===== config.mk =====
export PLATFORM = sky130hd
export DESIGN_NAME = instr_encoder_flat
export DESIGN_NICKNAME = d
export VERILOG_FILES = /design/src/rtl/instr_encoder_if.sv /design/src/rtl/instr_encoder.sv /design/src/flat_wrapper.sv
export SDC_FILE = /design/constraint.sdc
export NUM_CORES = 1
export LEC_CHECK = 0
export ABC_AREA = 1
export CAP_MARGIN = 20
export CORE_ASPECT_RATIO = 1.5
export CORE_MARGIN = 2
export CORE_UTILIZATION = 25
export DETAILED_ROUTE_END_ITERATION = 7
export MAX_ROUTING_LAYER = met4
export PLACE_DENSITY_LB_ADDON = 0.2
export SETUP_SLACK_MARGIN = 0.1
export SLEW_MARGIN = 30
export SYNTH_ARGS = -nofsm -noshare
export SYNTH_HDL_FRONTEND = slang
export SYNTH_SLANG_ARGS = --single-unit

===== constraint.sdc =====
create_clock -name clk -period 1.7 [get_ports clk]
set_clock_uncertainty 0.1 [all_clocks]
set_input_delay 0.255 -clock clk [delete_from_list [all_inputs] [get_ports clk]]
set_output_delay 0.255 -clock clk [all_outputs]
set_load 0.05 [all_outputs]

===== src/rtl/instr_encoder_if.sv =====
// ============================================================================
// Module   : instr_encoder_if
// Brief    : Field-bundle stream and instruction-memory write port of instr_encoder.
// Revision : 1.0
// ============================================================================
`default_nettype none

interface instr_encoder_if #(
  parameter int ADDR_W = 8
);
  logic              start;
  logic              in_valid;
  logic              in_ready;
  logic [2:0]        in_op;
  logic [2:0]        in_fa;
  logic [2:0]        in_fb;
  logic              in_last;
  logic              im_we;
  logic [ADDR_W-1:0] im_addr;
  logic [8:0]        im_wdata;
  logic [ADDR_W:0]   word_count;
  logic              done;
  logic              error;
  logic [1:0]        err_code;

  modport master (
    output start, in_valid, in_op, in_fa, in_fb, in_last,
    input  in_ready, im_we, im_addr, im_wdata, word_count, done, error, err_code
  );

  modport slave (
    input  start, in_valid, in_op, in_fa, in_fb, in_last,
    output in_ready, im_we, im_addr, im_wdata, word_count, done, error, err_code
  );
endinterface

`default_nettype wire


===== src/rtl/instr_encoder.sv =====
// ============================================================================
// Module   : instr_encoder
// Brief    : Packs {op,fa,fb} bundles into 9-bit words and writes them into
//            instruction memory sequentially from address 0.
// Revision : 1.0
// ============================================================================
`default_nettype none

module instr_encoder #(
  parameter int ADDR_W = 8,
  parameter int DEPTH  = 256
) (
  input  wire logic      clk,
  input  wire logic      rst_n,
  instr_encoder_if.slave bus
);

  typedef enum logic [1:0] {
    S_IDLE = 2'd0,
    S_RUN  = 2'd1,
    S_DONE = 2'd2,
    S_ERR  = 2'd3
  } state_t;

  localparam logic [ADDR_W:0] c_depth     = DEPTH[ADDR_W:0];
  localparam logic [ADDR_W:0] c_last_addr = c_depth - {{ADDR_W{1'b0}}, 1'b1};

  state_t            r_state;
  logic              r_we;
  logic              r_last;
  logic [ADDR_W-1:0] r_addr;
  logic [8:0]        r_wdata;
  logic [ADDR_W:0]   r_count;
  logic              r_done;
  logic              r_error;
  logic [1:0]        r_err_code;

  logic              w_stop;
  logic              w_ready;
  logic              w_xfer;
  logic              w_illegal;
  logic              w_we;
  logic [ADDR_W:0]   w_cnt_nxt;

  // A word in its write cycle that ends the load (last or final address) blocks new bundles.
  assign w_stop    = r_we && (r_last || ({1'b0, r_addr} == c_last_addr));
  assign w_ready   = (r_state == S_RUN) && !bus.start && (r_count < c_depth) && !w_stop;
  assign w_xfer    = bus.in_valid && w_ready;
  assign w_illegal = ((bus.in_op == 3'b100) || (bus.in_op == 3'b101)) && (bus.in_fb == 3'd0);
  // A restart in the write cycle drops that write.
  assign w_we      = r_we && !bus.start;
  assign w_cnt_nxt = r_count + {{ADDR_W{1'b0}}, w_we};

  always_ff @(posedge clk or negedge rst_n) begin
    if (!rst_n) begin
      r_state    <= S_IDLE;
      r_we       <= 1'b0;
      r_last     <= 1'b0;
      r_addr     <= '0;
      r_wdata    <= '0;
      r_count    <= '0;
      r_done     <= 1'b0;
      r_error    <= 1'b0;
      r_err_code <= 2'b00;
    end else begin
      r_we <= 1'b0;
      if (bus.start) begin
        r_state    <= S_RUN;
        r_count    <= '0;
        r_done     <= 1'b0;
        r_error    <= 1'b0;
        r_err_code <= 2'b00;
      end else begin
        if (w_we) begin
          r_count <= w_cnt_nxt;
          if (r_last) begin
            r_state <= S_DONE;
            r_done  <= 1'b1;
          end else if ({1'b0, r_addr} == c_last_addr) begin
            r_state    <= S_ERR;
            r_error    <= 1'b1;
            r_err_code <= 2'b10;
          end
        end
        if (w_xfer) begin
          if (w_illegal) begin
            r_state    <= S_ERR;
            r_error    <= 1'b1;
            r_err_code <= 2'b01;
          end else begin
            r_we    <= 1'b1;
            r_last  <= bus.in_last;
            r_addr  <= w_cnt_nxt[ADDR_W-1:0];
            r_wdata <= {bus.in_op, bus.in_fa, bus.in_fb};
          end
        end
      end
    end
  end

  assign bus.in_ready   = w_ready;
  assign bus.im_we      = w_we;
  assign bus.im_addr    = r_addr;
  assign bus.im_wdata   = r_wdata;
  assign bus.word_count = r_count;
  assign bus.done       = r_done;
  assign bus.error      = r_error;
  assign bus.err_code   = r_err_code;

endmodule

`default_nettype wire


===== src/flat_wrapper.sv =====
// flat-port wrapper written by rule: the top's interface ports become plain ports
module instr_encoder_flat 
#(
  parameter int ADDR_W = 8,
  parameter int DEPTH  = 256
)
  (clk, rst_n, bus_start, bus_in_valid, bus_in_op, bus_in_fa, bus_in_fb, bus_in_last, bus_in_ready, bus_im_we, bus_im_addr, bus_im_wdata, bus_word_count, bus_done, bus_error, bus_err_code);
  instr_encoder_if #(.ADDR_W(ADDR_W)) bus_i ();
  input  wire logic clk;
  input  wire logic rst_n;
  input wire logic [$bits(bus_i.start)-1:0] bus_start;
  input wire logic [$bits(bus_i.in_valid)-1:0] bus_in_valid;
  input wire logic [$bits(bus_i.in_op)-1:0] bus_in_op;
  input wire logic [$bits(bus_i.in_fa)-1:0] bus_in_fa;
  input wire logic [$bits(bus_i.in_fb)-1:0] bus_in_fb;
  input wire logic [$bits(bus_i.in_last)-1:0] bus_in_last;
  output wire logic [$bits(bus_i.in_ready)-1:0] bus_in_ready;
  output wire logic [$bits(bus_i.im_we)-1:0] bus_im_we;
  output wire logic [$bits(bus_i.im_addr)-1:0] bus_im_addr;
  output wire logic [$bits(bus_i.im_wdata)-1:0] bus_im_wdata;
  output wire logic [$bits(bus_i.word_count)-1:0] bus_word_count;
  output wire logic [$bits(bus_i.done)-1:0] bus_done;
  output wire logic [$bits(bus_i.error)-1:0] bus_error;
  output wire logic [$bits(bus_i.err_code)-1:0] bus_err_code;
  assign bus_i.start = bus_start;
  assign bus_i.in_valid = bus_in_valid;
  assign bus_i.in_op = bus_in_op;
  assign bus_i.in_fa = bus_in_fa;
  assign bus_i.in_fb = bus_in_fb;
  assign bus_i.in_last = bus_in_last;
  assign bus_in_ready = bus_i.in_ready;
  assign bus_im_we = bus_i.im_we;
  assign bus_im_addr = bus_i.im_addr;
  assign bus_im_wdata = bus_i.im_wdata;
  assign bus_word_count = bus_i.word_count;
  assign bus_done = bus_i.done;
  assign bus_error = bus_i.error;
  assign bus_err_code = bus_i.err_code;
  instr_encoder #(.ADDR_W(ADDR_W), .DEPTH(DEPTH)) u_core (.clk(clk), .rst_n(rst_n), .bus(bus_i));
endmodule

Word level (Yosys, flattened, before mapping)
Cells that the tools add are included.
{"block": "totals", "input_bits": 14, "out_inout_bits": 32, "ram_bits": 0, "word_cells": 59, "n_memories": 0, "register_bits": 34, "latchBits": 0, "romBits": 0}
{"block": "classes", "n_bitwise": 2, "n_div": 0, "shift": 0, "addsub": 1, "n_reduce_logical": 16, "muxes": 26, "n_eq_ne": 4, "order_cmp": 1, "n_mul": 0}
{"cell": "2-bit two-way mux", "n": 12}
{"cell": "9-bit two-way mux", "n": 2}
{"cell": "1-bit two-way mux", "n": 12}
{"cell": "9-bit by 1-bit adder with 9-bit output", "n": 1}
{"cell": "9-bit < comparator (second input constant)", "n": 1}
{"cell": "8-bit equality test (second input constant)", "n": 1}
{"cell": "1-bit logical AND", "n": 7}
{"cell": "3-bit equality test (second input constant)", "n": 2}
{"cell": "2-bit nonzero test", "n": 2}
{"cell": "3-bit zero test", "n": 1}
{"cell": "3-bit AND reduction", "n": 1}
{"cell": "2-bit by 1-bit equality test with 1-bit output (second input constant)", "n": 1}
{"cell": "1-bit zero test", "n": 2}
{"cell": "1-bit logical OR", "n": 2}
{"cell": "1-bit NOT", "n": 2}
{"cell": "2-bit AND reduction", "n": 1}

Logic depth before layout (Yosys ltp)
Gate-level depths: netlist (run 1).
{"block": "depth", "ltp_word": 8, "mapped_depth": 10, "ltp_nobuf": 10}

Least setup slack after synthesis (run 1)
OpenSTA, ideal clock, no wires.
{"block": "synth_path", "path_kind": "reg-to-reg", "start": "register u_core.r_we", "end": "register u_core.r_count[8], in the netlist u_core.bus.word_count[8]", "path_stages_with_launch": 10, "required_time_ps": 1475, "synth_period_minus_slack_ps": 2070, "arrival_time_ps": 1844, "setup_slack_ps": -370, "n_path_buf": 0, "setup_time_ps": 125, "cell_sequence": "dfrtp_1 inv_2 nor2_8 ha_1 ha_1 nand3_1 nor2_1 nand4_1 o21ai_0 a21oi_1"}
{"block": "synth_via", "elab_chain_len": 4, "elab_cells_between_ends": 5, "classes_between": "add/sub (1); mux (2); reduce/logical (2)"}
{"element": "start: declaration", "line": "instr_encoder.sv:29", "rtl": "logic r_we;"}
{"element": "start signal: assignment", "line": "instr_encoder.sv:57", "rtl": "r_we <= 1'b0;"}
{"element": "start signal: assignment", "line": "instr_encoder.sv:66", "rtl": "r_we <= 1'b0;"}
{"element": "start signal: assignment", "line": "instr_encoder.sv:91", "rtl": "r_we <= 1'b1;"}
{"element": "1-bit logical AND *", "line": "instr_encoder.sv:51", "rtl": "assign w_we = r_we && !bus.start;"}
{"element": "net bus_im_we", "line": "flat_wrapper.sv:18", "rtl": "output wire logic [$bits(bus_i.im_we)-1:0] bus_im_we;"}
{"element": "9-bit by 1-bit adder with 9-bit output", "line": "instr_encoder.sv:52", "rtl": "assign w_cnt_nxt = r_count + {{ADDR_W{1'b0}}, w_we};"}
{"element": "9-bit two-way mux", "line": "instr_encoder.sv:74", "rtl": "if (w_we) begin"}
{"element": "9-bit two-way mux", "line": "instr_encoder.sv:67", "rtl": "if (bus.start) begin"}
{"element": "end signal: assignment", "line": "instr_encoder.sv:75", "rtl": "r_count <= w_cnt_nxt;"}
{"element": "end: declaration", "line": "instr_encoder.sv:33", "rtl": "logic [ADDR_W:0] r_count;"}
The timed path passes the listed nets; every way through them passes the cells marked *. The select of a mux whose other input is x is not followed.
A chain may end at the register's enable or synchronous reset.

Worst setup path in the final report (run 1)
{"block": "layout_path", "start": "register u_core.r_addr[2], in the netlist u_core.bus.im_addr[2]", "end": "output port bus_in_ready"}
{"block": "layout_via", "elab_chain_len": 5}
{"element": "start: declaration", "line": "instr_encoder.sv:31", "rtl": "logic [ADDR_W-1:0] r_addr;"}
{"element": "start signal: assignment", "line": "instr_encoder.sv:93", "rtl": "r_addr <= w_cnt_nxt[ADDR_W-1:0];"}
{"element": "8-bit equality test", "line": "instr_encoder.sv:46", "rtl": "assign w_stop = r_we && (r_last || ({1'b0, r_addr} == c_last_addr));"}
{"element": "1-bit logical OR", "line": "instr_encoder.sv:46"}
{"element": "1-bit logical AND", "line": "instr_encoder.sv:46"}
{"element": "1-bit zero test", "line": "instr_encoder.sv:47", "rtl": "assign w_ready = (r_state == S_RUN) && !bus.start && (r_count < c_depth) && !w_stop;"}
{"element": "1-bit logical AND", "line": "instr_encoder.sv:47"}
{"element": "end: declaration", "line": "flat_wrapper.sv:17", "rtl": "output wire logic [$bits(bus_i.in_ready)-1:0] bus_in_ready;"}
No other way between the ends.

==> results of run 1 <==
cell usage after synthesis (2+ instances only):
| master | n | area share |
|---|---|---|
| ha_1 | 2 | 0.015 |
| nor2_1 | 8 | 0.018 |
| buf_6 | 2 | 0.014 |
| inv_2 | 2 | 0.0046 |
| dfrtp_1 | 34 | 0.52 |
| nand3_1 | 12 | 0.037 |
| xor2_1 | 3 | 0.016 |
| clkbuf_1 | 3 | 0.0069 |
| inv_1 | 17 | 0.039 |
| a21oi_1 | 2 | 0.0061 |
| nand4_1 | 19 | 0.072 |
| o21ai_0 | 6 | 0.018 |
| o22ai_1 | 2 | 0.0076 |
| nand2_1 | 73 | 0.17 |
metrics by stage:
step,worst slack (ps),instances,power (mW),TNS [ps],cell area (um^2)
final,-30.13,349,2.235,-30.13,2669
after global placement,-269.5,330,1.476,-4710,2396
after CTS,-42.55,346,2.253,-42.55,2561
after detailed placement,-293.8,330,1.479,-4791,2396
after floorplan,-237.0,194,1.250,-834.1,1690
after global routing,-85.41,349,2.332,-94.78,2669
cell families (layout without fill, tap and decap cells):
| family | Yosys count | in the layout | synth area share |
|---|---|---|---|
| DFF | 34 | 34 | 0.5183 |
| adders and majority gates | 2 | 2 | 0.01524 |
| and+or+nand+nor | 117 | 117 | 0.3354 |
| AOI/OAI and AO/OA | 11 | 11 | 0.04192 |
| xor gates and xnor gates | 3 | 3 | 0.01601 |
| buffers and inverters | 27 | 106 | 0.07317 |
sequential cells by signal, indices dropped and copies added, names as in the netlist:
name,count
u_core.bus.error,1
u_core.r_state,2
u_core.bus.im_wdata,9
u_core.bus.err_code,2
u_core.bus.done,1
u_core.r_last,1
u_core.r_we,1
u_core.bus.im_addr,8
u_core.bus.word_count,9
worst max-delay path: stages (launching register included):
cell	delay [ps]
dfrtp_2	410
nand2_2	80
nor2_1	40
nand2_1	100
nand2_2	90
a21oi_4	220
buf_12	160
report_power, final:
| group | leakage [nW] | total, mW | internal [mW] | switching, mW |
|---|---|---|---|---|
| registers | 0.439 | 0.908 | 0.869 | 0.0395 |
| clock network | 0.0524 | 0.746 | 0.439 | 0.307 |
| logic | 0.872 | 0.580 | 0.212 | 0.368 |
area by class of cell:
| cell class | instances | area, um^2 |
|---|---|---|
| Fill cell | 671 | 3772 |
| Sequential cell | 34 | 860.8 |
| Multi-Input combinational cell | 133 | 772.0 |
| Timing Repair Buffer | 77 | 753.2 |
| Tap cell | 76 | 95.09 |
| Inverter | 21 | 81.33 |
| Clock buffer | 7 | 76.32 |
| Clock inverter | 1 | 30.03 |
what timing repair did:
action | CTS | global route
setup endpoints to repair | 12 | 25
gates cloned | 0 | 0
buffers inserted | 8 | 3
gates resized for setup | 1 | 19
pin swaps | 7 | 15
routing by layer:
metal	share of wire	track usage
met5	0	-
met3	0.032	0.02326
met1	0.41	0.1523
met2	0.53	0.2403
met4	0.030	0.07840
final timing paths:
| kind | start | to | slack [ps] | cells past startpoint |
|---|---|---|---|---|
| setup / recovery | u_core.bus.im_addr[2] | bus_in_ready | -30 | 6 |
| hold / removal | rst_n | u_core.bus.im_addr[5] | 230 | 2 |
| setup reg to reg | u_core.bus.im_addr[2] | u_core.bus.im_addr[7] | 70 | 10 |
| hold reg to reg | u_core.bus.im_wdata[5] | u_core.bus.im_wdata[5] | 380 | 2 |
| max in group asynchronous | rst_n | u_core.bus.im_addr[2] | 1060 | 2 |
| min in group clk | u_core.bus.im_wdata[5] | u_core.bus.im_wdata[5] | 380 | 2 |
==> impl_results.md, run 1 <==
- Outcome: complete, but fails checks
- Failing checks: negative setup slack
- Crit Path Category: reg2out
- Pre-antenna DRT Iters: 4
- Startpoint Class: flip-flop
- Cells after Synth: 194
- Period Utilization, post-route: 1.018
- Sequential-to-total area share from yosys stat: 0.5183
- Drt wl/cell: 13.26 um
- Hold Buf Count CTS: 0
- Die width: 70.16 um
- Fraction of registers with async set/reset: 1.000
- Die area: 7244 um^2
- WHS: 228.4 ps
- Clk sinks: 34
- RSZ-0062 raised after global routing: yes
- Final WS setup: -30.13 ps
- Final setup violation count: 1
- Rows: 36
- Data arrival, critical path: 1380 ps
- Buffers on Ports: 45
- Detailed Route WL: 4626 um
- Distinct cells, synth: 23
- VDD IR max: 0.6242 mV
- Die Height: 103.2 um
- Mean post-synth cell area: 8.462 um^2
- Slew @ Worst Pin: 425.0 ps
- Iter 0 DRT Violations: 136
- Tmin final: 1730 ps
- Synth Register Bits: 34
- Final Hold Vio Count: 0
- Synth warnings: 0
- Number of remaining DRC errors: 0
- Largest net degree at the start of global routing: 35
- CTS tree: built
- Fraction of layout cells with a size suffix above 1: 0.3700
- Gpl congestion: 0.8212
- Vias: 1,584
- Post-DR vias/cell: 4.539
- Starting Density: 0.2549
- H-Tree Level Count: 2
- Ant diodes: 0
- HPWL Detailed: 3275 um
- Fmax: 578.0 MHz
- GRT Overall Usage: 0.1389
- Pins over their slew limit: 0
- Global-route wire length before repair: 7486 um
- Core area: 6441 um^2
- Max cap viols: 0
- Layout Area Growth over Synthesis: 62.58%
- Synthesized net count: 210
- Final Core Density: 0.4143
- Required @ worst endpoint: 1340 ps
- Nets: 288
- Commonest cells after routing, fill and taps aside: 68 x nand2_1, 49 x buf_4, 26 x dfrtp_1, 19 x nand4_1, 16 x inv_1
- Worst Path Max Fanout: 2
- Antenna violations before repair: 0
- Mapped Area: 1642 um^2
- Top Ports: 46
- Vias in the first global route: 1,559
- Clock Root Buffer: clkbuf_8
- CTS Buffer Depth: 2
- Num CTS Buffers: 5
- Relative slew margins: 0.7167
- Pwr Density: 837.3 nW/um^2
- P_leak: 1.364 nW
- Post-synth EDFFs: 0
- Routed Antenna Nets: 0
- Total gr overflow: 0
- Hold WC Path Type: in2async
- CP endpoint kind: output pin
- Clock transition at path regs: 70 ps
- Worst-Skew Late Latency: 290 ps
- Most common cell after layout, fill and taps aside: nand2_1
- Top FF cell, synth: dfrtp_1
No activity file was read; power rests on OpenSTA's default activity.
==> run 2, diff against run 1 <==
Settings changed: CELL_PAD_IN_SITES_DETAIL_PLACEMENT from default to 1, CELL_PAD_IN_SITES_GLOBAL_PLACEMENT from default to 2, CORE_UTILIZATION 25 to 24, REMOVE_ABC_BUFFERS from default to 1.
==> impl_results.md, run 2 (synthesis gave the netlist of run 1 again) <==
- Internal power: 1.429 mW (-6.0%)
- Nets: 295 (+2.4%)
- GR met2 Demand/Resource: 0.2765 (+0.03616)
- P_leak: 1.426 nW (+4.5%)
- Worst-Skew Late Latency: 290 ps (about the same)
- Clk sinks: 34 (unchanged)
- Multi-input logic area: 848.3 um^2 (+9.9%)
- Relative slew margins: 0.7559 (+0.03925)
- Top Ports: 46 (unchanged)
- Final WS setup: -5.054 ps (+25.08 ps)
- Final setup violation count: 1 (unchanged)
- CTS Buffer Depth: 2 (unchanged)
- CP endpoint kind: output pin
- Vias: 1,654 (+4.4%)
- Routed Antenna Nets: 0 (unchanged)
- Drt wl/cell: 15.45 um (+17%)
- Finished Cell Area: 2774 um^2 (+3.9%)
- Starting Density: 0.2496 (-0.005237)
- Post-DR vias/cell: 4.672 (+2.9%)
- Final Core Density: 0.4218 (+0.007468)
- Data arrival, critical path: 1350 ps (-30 ps)
- Slew @ Worst Pin: 366.1 ps (-58.88 ps)
- Tmin final: 1705 ps (-25.08 ps)
- Vias in the first global route: 1,769 (+13%)
- Fillers: 761 (+13%)
- Total gr overflow: 0 (unchanged)
- Layout Area Growth over Synthesis: 68.98%
- Num CTS Buffers: 5 (unchanged)
- Crit Path Category: reg2out
- Placed cell area: 2391 um^2 (-0.21%)
- Register area: 852.1 um^2 (-1.0%)
- Iter 0 DRT Violations: 35 (-74%)
- Core area: 6576 um^2 (+2.1%)
- Final Hold Vio Count: 0 (unchanged)
- Pwr Total: 2.159 mW (-3.4%)
- RSZ-0062 raised after global routing: yes
- Pwr Density: 778.3 nW/um^2 (-7.0%)
- Hold WC Path Type: in2async
- Required @ worst endpoint: 1340 ps (about the same)
- Worst Path Max Fanout: 2 (unchanged)
- Grt met3 use: 0.02581 (+0.002557)
- Buffers on Ports: 45 (unchanged)
- Detailed Route WL: 5468 um (+18%)
- Die area: 7531 um^2 (+4.0%)
- Number of remaining DRC errors: 0 (unchanged)
- Clock Root Buffer: clkbuf_8
- Failing checks: negative setup slack
- VDD IR max: 0.3734 mV (-40%)
- HPWL Detailed: 3966 um (+21%)
- Antenna violations before repair: 0 (unchanged)
- Ant diodes: 0 (unchanged)
- Pins over their slew limit: 0 (unchanged)
- Die Height: 105.3 um (+2.0%)
- Pre-antenna DRT Iters: 4 (unchanged)
- Fmax: 586.5 MHz (+1.5%)
- Rows: 36 (unchanged)
- Logic pwr share: 0.296 (+0.036)
- Met1 Usage GRT: 0.1849 (+0.03255)
- Clock transition at path regs: 70 ps (about the same)
- Fraction of layout cells with a size suffix above 1: 0.4281 (+0.05809)
- Die width: 71.53 um (+1.9%)
- CTS tree: built
- Max cap viols: 0 (unchanged)
- Most common cell after layout, fill and taps aside: buf_4
- Clk pwr share: 0.280 (-0.054)
- Gr busiest metal: met2
- H-Tree Level Count: 2 (unchanged)
- Gpl congestion: 0.7958 (-3.1%)
- Switching power: 730.2 uW (+2.1%)
- Global-route wire length before repair: 8866 um (+18%)
- Switch share: 0.3382 (+0.01815)
- Startpoint Class: flip-flop
- Commonest cells after routing, fill and taps aside: 55 x buf_4, 52 x nand2_1, 33 x dfrtp_1, 19 x nand4_1, 17 x nand2_2
- Largest net degree at the start of global routing: 35 (unchanged)
- Share of power burned in registers: 0.424 (+0.018)
- Outcome: complete, but fails checks
- GRT Overall Usage: 0.1582 (+0.01928)
- Period Utilization, post-route: 1.003 (-0.01475)
run 2: power groups by stage:
| stage | registers [mW] | logic, mW | clock network, mW |
|---|---|---|---|
| 2_1_floorplan | 1.10 | 0.127 | 0 |
| 6_report | 0.916 | 0.638 | 0.605 |
| 3_3_place_gp | 0.922 | 0.571 | 0 |
| 4_1_cts | 0.907 | 0.599 | 0.630 |
| 5_1_grt | 0.924 | 0.680 | 0.658 |
| 3_5_place_dp | 0.920 | 0.578 | 0 |
run 2: path summary, 6_finish.rpt:
kind	depth (start not counted)	slack, ps	to	from
max in group asynchronous	2	1060	u_core.bus.word_count[2]	rst_n
min reg2reg	2	380	u_core.bus.done	u_core.bus.done
max	6	-5	bus_in_ready	u_core.bus.im_addr[3]
min in group clk	2	380	u_core.bus.done	u_core.bus.done
max reg2reg	11	40	u_core.bus.im_addr[0]	u_core.bus.im_addr[3]
min	2	240	u_core.bus.word_count[7]	rst_n
run 2: worst max-delay path, cell delays in order, from the launching register on:
cell     delay [ps]
dfrtp_1         390
nand2_1          90
nor2_2           40
nand2_2         110
nand2_4          80
a21oi_4         190
buf_12          160
run 2: area by class of cell:
type | count | share of cell area
Timing Repair Buffer | 84 | 0.2936
Inverter | 21 | 0.02932
Clock buffer | 6 | 0.02977
Tap cell | 76 | 0.03428
Multi-Input combinational cell | 133 | 0.3058
Sequential cell | 34 | 0.3072
run 2: through the flow:
stage,setup TNS (ps),hold slack (ps),worst slack (ps),cells
after floorplan,-4156,-140.6,-369.6,188
after global placement,-8008,366.8,-447.0,337
after detailed placement,-8883,367.6,-518.8,337
after CTS,-42.98,251.3,-42.98,349
after global routing,-790.0,271.6,-75.36,354
final,-5.054,238.6,-5.054,354
run 2: metal layers:
metal | vias to the layer above | wire length, um
met1 | 813 | 2218
li1 | 798 | -
met2 | 37 | 3026
met4 | 0 | 74
met3 | 6 | 147
met5 | - | 0
run 2: timing repair:
| item | in CTS | in global routing |
|---|---|---|
| hold buffers | 0 | 0 |
| gates resized for setup | 14 | 43 |
| cloned | 0 | 1 |
| endpoints found under the setup margin | 26 | 30 |
| setup buffers | 6 | 5 |
| pin swaps | 8 | 20 |
